### src/rtl/digital_temp_monitor_pkg.sv
// Shared definitions for the digital temperature monitor tile.
//   - default frame timing parameters
//   - reader FSM state encoding
//   - bit positions inside the uio_* buses and the fixed output-enable pattern
package digital_temp_monitor_pkg;

   localparam int unsigned IDLE_CYCLES_DEF = 4;
   localparam int unsigned NBITS_DEF       = 8;

   typedef logic [1:0] state_t;

   localparam state_t ST_IDLE  = 2'd0;
   localparam state_t ST_SETUP = 2'd1;
   localparam state_t ST_SHIFT = 2'd2;
   localparam state_t ST_DONE  = 2'd3;

   localparam int unsigned UIO_CS    = 0;
   localparam int unsigned UIO_SCK   = 1;
   localparam int unsigned UIO_SIO   = 2;
   localparam int unsigned UIO_ALARM = 3;
   localparam int unsigned UIO_VALID = 4;

   // CS, SCK, alarm and valid are outputs; SIO and bits 7..5 are inputs.
   localparam logic [7:0] UIO_OE = 8'b0001_1011;

   function automatic int unsigned max_u(input int unsigned a, input int unsigned b);
      return (a > b) ? a : b;
   endfunction

endpackage

### src/rtl/digital_temp_monitor_top_lm70_spi_reader.sv
// lm70_spi_reader: SPI master that polls an LM70-family sensor.
// Ports:
//   clk_i      - system clock, rising edge
//   rst_ni     - synchronous active-low reset
//   start_en_i - a new frame may start only while high
//   sio_i      - serial data from the sensor
//   cs_o       - registered chip select, active low
//   sck_o      - registered serial clock, idles low
//   data_o     - last 8 bits shifted in, MSB first
//   done_o     - high for the single cycle in which the frame has completed
module lm70_spi_reader
   import digital_temp_monitor_pkg::*;
#(
   parameter int unsigned IDLE_CYCLES = IDLE_CYCLES_DEF,
   parameter int unsigned NBITS       = NBITS_DEF
) (
   input  logic       clk_i,
   input  logic       rst_ni,
   input  logic       start_en_i,
   input  logic       sio_i,
   output logic       cs_o,
   output logic       sck_o,
   output logic [7:0] data_o,
   output logic       done_o
);

   localparam int unsigned SHIFT_CYCLES = 2 * NBITS;
   localparam int unsigned CNT_MAX      = max_u(IDLE_CYCLES, SHIFT_CYCLES);
   localparam int unsigned CNT_W        = $clog2(CNT_MAX + 1);

   localparam logic [CNT_W-1:0] IDLE_LAST  = CNT_W'(IDLE_CYCLES - 1);
   localparam logic [CNT_W-1:0] SHIFT_LAST = CNT_W'(SHIFT_CYCLES - 1);

   state_t           state_q, state_d;
   logic [CNT_W-1:0] cnt_q,   cnt_d;
   logic             cs_q,    cs_d;
   logic             sck_q,   sck_d;
   logic [7:0]       sr_q,    sr_d;

   always_comb begin
      state_d = state_q;
      cnt_d   = cnt_q;
      cs_d    = cs_q;
      sck_d   = 1'b0;
      sr_d    = sr_q;

      case (state_q)
         ST_IDLE: begin
            cs_d = 1'b1;
            // Counter saturates at IDLE_LAST so a late ena starts a frame at once.
            if (cnt_q != IDLE_LAST) begin
               cnt_d = cnt_q + CNT_W'(1);
            end else if (start_en_i) begin
               state_d = ST_SETUP;
               cnt_d   = '0;
               cs_d    = 1'b0;
            end
         end
         ST_SETUP: begin
            // First SCK high phase begins on the edge leaving SETUP.
            cs_d    = 1'b0;
            sck_d   = 1'b1;
            state_d = ST_SHIFT;
            cnt_d   = '0;
         end
         ST_SHIFT: begin
            cs_d = 1'b0;
            if (cnt_q == SHIFT_LAST) begin
               state_d = ST_DONE;
               cs_d    = 1'b1;
               cnt_d   = '0;
            end else begin
               sck_d = ~sck_q;
               cnt_d = cnt_q + CNT_W'(1);
            end
         end
         ST_DONE: begin
            cs_d    = 1'b1;
            state_d = ST_IDLE;
            cnt_d   = '0;
         end
         default: begin
            cs_d    = 1'b1;
            state_d = ST_IDLE;
            cnt_d   = '0;
         end
      endcase

      // Sample on the edge where registered SCK rises; sensor data is stable then.
      if (sck_d && !sck_q) begin
         sr_d = {sr_q[6:0], sio_i};
      end
   end

   always_ff @(posedge clk_i) begin
      if (!rst_ni) begin
         state_q <= ST_IDLE;
         cnt_q   <= '0;
         cs_q    <= 1'b1;
         sck_q   <= 1'b0;
         sr_q    <= '0;
      end else begin
         state_q <= state_d;
         cnt_q   <= cnt_d;
         cs_q    <= cs_d;
         sck_q   <= sck_d;
         sr_q    <= sr_d;
      end
   end

   assign cs_o   = cs_q;
   assign sck_o  = sck_q;
   assign data_o = sr_q;
   assign done_o = (state_q == ST_DONE);

endmodule

### src/rtl/digital_temp_monitor_top.sv
// digital_temp_monitor_top: polls an LM70 sensor, latches the temperature
// byte (two's complement, 2 degC/LSB) and flags over-temperature.
// Ports:
//   clk, rst_n - clock and synchronous active-low reset
//   ena        - allows new frames to start
//   ui_in      - signed alarm threshold
//   uio_in     - bit 2 is SIO from the sensor
//   uo_out     - latched temperature byte
//   uio_out    - [0]=CS [1]=SCK [3]=alarm [4]=valid, others 0
//   uio_oe     - fixed direction pattern 8'h1B
module digital_temp_monitor_top
   import digital_temp_monitor_pkg::*;
#(
   parameter int unsigned IDLE_CYCLES = IDLE_CYCLES_DEF,
   parameter int unsigned NBITS       = NBITS_DEF
) (
   input  logic       clk,
   input  logic       rst_n,
   input  logic       ena,
   input  logic [7:0] ui_in,
   input  logic [7:0] uio_in,
   output logic [7:0] uo_out,
   output logic [7:0] uio_out,
   output logic [7:0] uio_oe
);

   logic       cs, sck, done;
   logic [7:0] data;

   logic [7:0] uo_q,    uo_d;
   logic       alarm_q, alarm_d;
   logic       valid_q, valid_d;

   logic       unused_uio;
   assign unused_uio = ^{uio_in[7:3], uio_in[1:0]};

   lm70_spi_reader #(
      .IDLE_CYCLES (IDLE_CYCLES),
      .NBITS       (NBITS)
   ) u_reader (
      .clk_i      (clk),
      .rst_ni     (rst_n),
      .start_en_i (ena),
      .sio_i      (uio_in[UIO_SIO]),
      .cs_o       (cs),
      .sck_o      (sck),
      .data_o     (data),
      .done_o     (done)
   );

   always_comb begin
      uo_d    = uo_q;
      alarm_d = alarm_q;
      valid_d = valid_q;
      if (done) begin
         uo_d    = data;
         valid_d = 1'b1;
         // Compare the fresh reading, so threshold changes apply from the next frame.
         alarm_d = $signed(data) > $signed(ui_in);
      end
   end

   always_ff @(posedge clk) begin
      if (!rst_n) begin
         uo_q    <= '0;
         alarm_q <= 1'b0;
         valid_q <= 1'b0;
      end else begin
         uo_q    <= uo_d;
         alarm_q <= alarm_d;
         valid_q <= valid_d;
      end
   end

   always_comb begin
      uio_out            = '0;
      uio_out[UIO_CS]    = cs;
      uio_out[UIO_SCK]   = sck;
      uio_out[UIO_ALARM] = alarm_q;
      uio_out[UIO_VALID] = valid_q;
   end

   assign uo_out = uo_q;
   assign uio_oe = UIO_OE;

endmodule

### config.mk
export PLATFORM = sky130hd
export DESIGN_NAME = digital_temp_monitor_top
export DESIGN_NICKNAME = d
export VERILOG_FILES = /design/src/rtl/digital_temp_monitor_pkg.sv /design/src/rtl/digital_temp_monitor_top_lm70_spi_reader.sv /design/src/rtl/digital_temp_monitor_top.sv
export SDC_FILE = /design/constraint.sdc
export NUM_CORES = 1
export LEC_CHECK = 0
export ABC_AREA = 1
export BUFFER_PORTS_ARGS = -buffer_cell sky130_fd_sc_hd__buf_2
export CAP_MARGIN = 15
export CELL_PAD_IN_SITES_DETAIL_PLACEMENT = 0
export CELL_PAD_IN_SITES_GLOBAL_PLACEMENT = 1
export CORE_ASPECT_RATIO = 0.7
export CORE_UTILIZATION = 37
export CTS_CLUSTER_DIAMETER = 80
export DETAILED_ROUTE_END_ITERATION = 8
export HOLD_SLACK_MARGIN = 0.06
export PLACE_DENSITY = 0.85
export SLEW_MARGIN = 20
export SYNTH_ARGS = -nofsm -noshare
export SYNTH_HDL_FRONTEND = slang
export SYNTH_HIERARCHICAL = 1
export SYNTH_SLANG_ARGS = --single-unit
### constraint.sdc
create_clock -name clk -period 1.7 [get_ports clk]
set_clock_uncertainty 0.05 [all_clocks]
set_input_delay 0.085 -clock clk [delete_from_list [all_inputs] [get_ports clk]]
set_output_delay 0.085 -clock clk [all_outputs]
set_load 0.05 [all_outputs]
---- Word level (Yosys, flattened, before mapping) ----
Index checks and enable logic that the tools add are counted.
operators by class
  $add $sub $neg .......................... 1
  magnitude comparators ................... 1
  eq/ne operators ......................... 9
  muxes and demuxes ....................... 14
  bitwise logic cells ..................... 1
  reductions and logical operators ........ 5
operators with widths
  operator                                             count
  two-way mux 5 bit                                    3
  one-hot mux 5 bit (3 select lines)                   1
  > comparator 8 bit                                   1
  one-hot mux 2 bit (4 select lines)                   1
  two-way mux 2 bit                                    3
  adder 5 x 1 -> 5 bit, second input constant          1
  equality test 5 x 4 -> 1 bit, second input constant  1
  != test 5 x 2 -> 1 bit, second input constant        1
  equality test 2 bit, second input constant           2
  two-way mux 1 bit                                    4
  != test 2 bit, second input constant                 2
  one-hot mux 1 bit (4 select lines)                   1
  != test 3 x 2 -> 1 bit, second input constant        1
  AND reduction 3 bit                                  1
  equality test 2 x 1 -> 1 bit, second input constant  1
  zero test 2 bit                                      1
  != test 2 x 1 -> 1 bit, second input constant        1
  one-hot mux 1 bit (2 select lines)                   1
  OR reduction 2 bit                                   1
  logical AND 1 bit                                    1
  zero test 1 bit                                      1
  inverter 1 bit                                       1
storage, ports and cells
  flip-flop bits (word level) ............. 27
  output and inout bits ................... 24
  logic and storage cells ................. 39

---- Depth between registers and ports, before layout ----
  depth in word-level cells ............... 4
  depth in mapped cells ................... 12
  depth with buffers taken out ............ 12

---- Cells and area by module ----
Netlist, hierarchy kept.
modules (own cells, without submodules)
  module                    instances  cells an instance  area each (um^2)  seq. area each (um^2)
  lm70_spi_reader           1          113                904.6             340.3
  digital_temp_monitor_top  1          99                 701.9             200.2

---- Least setup slack after synthesis ----
OpenSTA, ideal clock, no wires.
  kind .................................... reg-to-reg
  from .................................... register u_reader.cnt_q[0]
  to ...................................... register u_reader.sr_q[0], in the netlist u_reader/data_o[0]
  arrival time ............................ 1.353 ns
  required time ........................... 1.530 ns
  path slack .............................. 0.177 ns
  cell stages (with the launch flop) ...... 11
  path buffers ............................ 0
  period minus slack after synthesis ...... 1.523 ns
  cells stage by stage .................... dfxtp_1 > ha_1 > nand3_1 > inv_1 > ha_1 > inv_1 > nand3_2 > nand2_4 > nand3_4 > nand2_1 > a21oi_1
between the ends
  cells in the longest elaborated chain, start to end .. 4
ends and longest elaborated chain
  element                             RTL line                                         RTL
  from (decl)                         digital_temp_monitor_top_lm70_spi_reader.sv:35   logic [CNT_W-1:0] cnt_q, cnt_d;
  from (signal assigned)              digital_temp_monitor_top_lm70_spi_reader.sv:104  cnt_q <= cnt_d;
  equality test 5 x 4 -> 1 bit        digital_temp_monitor_top_lm70_spi_reader.sv:68   if (cnt_q == SHIFT_LAST) begin
  two-way mux 1 bit                   digital_temp_monitor_top_lm70_spi_reader.sv:68
  one-hot mux 1 bit (2 select lines)  digital_temp_monitor_top_lm70_spi_reader.sv:47   case (state_q)
  logical AND 1 bit                   digital_temp_monitor_top_lm70_spi_reader.sv:90   if (sck_d && !sck_q) begin
  to (signal assigned)                digital_temp_monitor_top_lm70_spi_reader.sv:107  sr_q <= sr_d;
  to (decl)                           digital_temp_monitor_top_lm70_spi_reader.sv:38   logic [7:0] sr_q, sr_d;
No other way between the ends.
A chain may end at the register's enable or synchronous reset.

---- Final worst setup path ----
  from .................................... register u_reader.cnt_q[0]
  to ...................................... register u_reader.sr_q[6], in the netlist u_reader/data_o[6]
Same word-level chain as after synthesis.

==> flow_metrics.env <==
export IMPL_rows=19
export IMPL_rsz0062_at_grt="no"
export IMPL_report_final_slew_viol_count=0
export IMPL_fmax_mhz=633
export IMPL_clkSinkCount=27
export IMPL_drive_gt1_frac=0.229
export IMPL_endpoint_kind="flop"
export IMPL_reg2reg_slack_ns=0.12
export IMPL_die_h_um=57.1
export IMPL_gr_usage_met1=0.222
export IMPL_yosysWarnings=6
export IMPL_wl_per_cell_um=10.5
export IMPL_ys_ff_latch=27
export IMPL_drc=0
export IMPL_grt_overflow=0
export IMPL_ys_flop_type="dfxtp_1"
export IMPL_hold_viol=0
export IMPL_grt_pass1_wl_um=5020
export IMPL_place_area_mm2=0.00172
export IMPL_status="finished clean"
export IMPL_grt_util_met3=0.0384
export IMPL_ios=43
export IMPL_min_from="rst_n"
export IMPL_slowest_stage="dfxtp_2"
export IMPL_cp_top_family="simple AND/OR/NAND/NOR gates"
export IMPL_grt_pass1_vias=1125
export IMPL_grt_use_met2=0.189
export IMPL_detail_route_antenna_nets=0
export IMPL_final_area_mm2=0.00180
export IMPL_yosys_area_top_type="dfxtp_1"
export IMPL_path_class="reg -> reg"
export IMPL_viasPerCell=4.46
export IMPL_leakage_uw=0.000894
export IMPL_grt_max_degree=17
export IMPL_die_area_mm2=0.00461
export IMPL_final_period_utilization=0.930
export IMPL_cts_setup_buffers=0
export IMPL_area_growth_pct=12.0
export IMPL_ys_seq_area_frac=0.336
export IMPL_synth_top_area_share=0.336
export IMPL_dr_total_vias=1284
export IMPL_top_usage_layer="met1"
export IMPL_synth_most_common_cell="nand2_1"
export IMPL_synthTopCellsByCount="33 x nand2_1, 27 x dfxtp_1, 27 x inv_1, 25 x nor2_1"
export IMPL_hold_path_class="in -> reg"
export IMPL_max_stage_delay_ns=0.35
export IMPL_portBuffers=23
export IMPL_cts_max_level=1
export IMPL_synthArstFlopShare=0
export IMPL_min_path_cells=2
export IMPL_clkTransAtPathRegs_ns=0.10
export IMPL_clock_root_buffer="clkbuf_8"
export IMPL_core_area_mm2=0.00404
export IMPL_clk_latency_ns=0.28
export IMPL_r2r_end="u_reader/data_o[6]$_SDFFE_PN0P_"
export IMPL_initial_core_util=0.398
export IMPL_final_util=0.445
export IMPL_die_w_um=80.8
export IMPL_wirelength_um=3010
export IMPL_netlist_area_mm2=0.00161
export IMPL_antenna_found_initial=0
export IMPL_ys_types=26
export IMPL_ys_top_cells_by_area="dfxtp_1 34%, ha_1 12%, nand2_1 7.7%, buf_4 7.5%, inv_1 6.3%"
export IMPL_path_common_cell="nand3_4"
export IMPL_r2r_start="u_reader/cnt_q[0]$_SDFFE_PN0P_"
export IMPL_power_density_mw_per_mm2=1230
export IMPL_hold_path_end="u_reader/cs_o$_SDFF_PN1_"
export IMPL_cts_buffer_depth=2
export IMPL_critPathRequiredTime_ns=1.82
export IMPL_drt_initial_drc_count=55
export IMPL_worst_path_buf_inv=2
export IMPL_cts_buffers=3
export IMPL_first_pass_iters=4
export IMPL_fin_crit_ns=1.58
export IMPL_gp_congestion=0.776
export IMPL_cap_violations=0
export IMPL_crit_fanout=8
export IMPL_antenna_diode_count=0
export IMPL_setup_viol=0
export IMPL_n_fill_cell=413
export IMPL_syn_inst=212
export IMPL_ir_drop_mv=0.494
export IMPL_hpwlAfterDp_um=2240
export IMPL_p_total_uw=2210
export IMPL_worst_r2r_cell_count=10
export IMPL_cp_cell_sequence="ha_2 > nand3_2 > inv_1 > ha_1 > inv_2 > nand3_4 > nand2_4 > nand3_4 > nand2_1 > a21oi_1"
export IMPL_arrival_ns=1.70
export IMPL_synth_edf_count=0
export IMPL_grt_usage=0.141
export IMPL_start_kind="flop"
export IMPL_tns_ns=0
export IMPL_final_nets=272
export IMPL_avgSynthCellArea_um2=7.58
export IMPL_cts_tree="done"
metal layers:
metal | up-vias | wire length [um]
met5 | - | 0
met4 | 0 | 27
met3 | 4 | 125
met2 | 22 | 1140
met1 | 553 | 1720
li1 | 705 | -
final cells by class:
class / instances / area [um2] / share of cell area
multi-input combinational: 149 / 888 / 0.494
sequential: 27 / 543 / 0.302
timing repair buffer: 27 / 148 / 0.0821
inverter: 29 / 109 / 0.0605
tap: 52 / 65.1 / 0.0362
clock buffer: 3 / 41.3 / 0.0229
clock inverter: 1 / 5.00 / 0.00278
how the worst max path moves through the flow:
stage	from	end	slack, ns	cells past startpoint
after CTS	u_reader/cnt_q[0]$_SDFFE_PN0P_	u_reader/data_o[1]$_SDFFE_PN0P_	0.01	10
after floorplan	u_reader/cnt_q[0]$_SDFFE_PN0P_	u_reader/data_o[0]$_SDFFE_PN0P_	0.18	10
after global placement	u_reader/cnt_q[0]$_SDFFE_PN0P_	u_reader/data_o[2]$_SDFFE_PN0P_	0.07	10
after detailed placement	u_reader/cnt_q[0]$_SDFFE_PN0P_	u_reader/data_o[6]$_SDFFE_PN0P_	0.05	10
after global routing	u_reader/cnt_q[0]$_SDFFE_PN0P_	u_reader/data_o[6]$_SDFFE_PN0P_	0.006	10
final	u_reader/cnt_q[0]$_SDFFE_PN0P_	u_reader/data_o[6]$_SDFFE_PN0P_	0.12	10
placed cells by master, fill, tap and decap left out, drive strengths merged:
master,n
dlygate4sd3,1
clkinv,2
nand3,14
xor2,1
ha,16
nand4,8
nor2,30
o21ai,10
a21o,1
inv,28
conb,12
or2,1
dfxtp,27
clkbuf,3
xnor2,1
o22ai,1
nand2,38
buf,26
a21oi,16
worst register-to-register path, stage by stage, from the launching register on:
cell and delay, ns:
dfxtp_2 0.35, ha_2 0.19, nand3_2 0.08, inv_1 0.05, ha_1 0.20, inv_2 0.09
nand3_4 0.08, nand2_4 0.12, nand3_4 0.12, nand2_1 0.10, a21oi_1 0.06
state kept, by name, indices dropped and copies added (netlist names):
| register | flops |
|---|---|
| u_reader/data_o | 8 |
| u_reader/state_q | 2 |
| valid_q | 1 |
| u_reader/cnt_q | 5 |
| alarm_q | 1 |
| u_reader/sck_o | 1 |
| uo_out | 8 |
| u_reader/cs_o | 1 |
kinds of logic (layout without fill, tap and decap cells):
family	count (synthesis)	count (layout)	synth area share
AOI/OAI and AO/OA	28	28	0.0942
xor gates and xnor gates	2	2	0.0109
DFF	27	27	0.336
buffers and inverters	47	60	0.149
adders and majority gates	16	16	0.125
and+or+nand+nor	90	91	0.280
other	2	12	0.00467
power breakdown:
group	switching, uW	internal [uW]
registers	68.9	736
clock network	209	165
logic	736	294
total	1010	1200
metrics by stage:
stage | setup slack, ns | cells | hold WS (ns)
3_5_place_dp | 0.0453 | 282 | 0.332
6_report | 0.119 | 288 | 0.119
4_1_cts | 0.0111 | 287 | 0.113
3_3_place_gp | 0.0665 | 282 | 0.331
5_1_grt | 0.00577 | 288 | 0.146
2_1_floorplan | 0.177 | 222 | 0.119
timing repair:
| action | CTS | global route |
|---|---|---|
| hold buffers | 1 | 0 |
| gates resized for setup | 0 | 7 |
| endpoints found under the hold margin | 1 | 0 |
| setup endpoints to repair | 0 | 13 |
No activity file was read; power rests on OpenSTA's default activity.
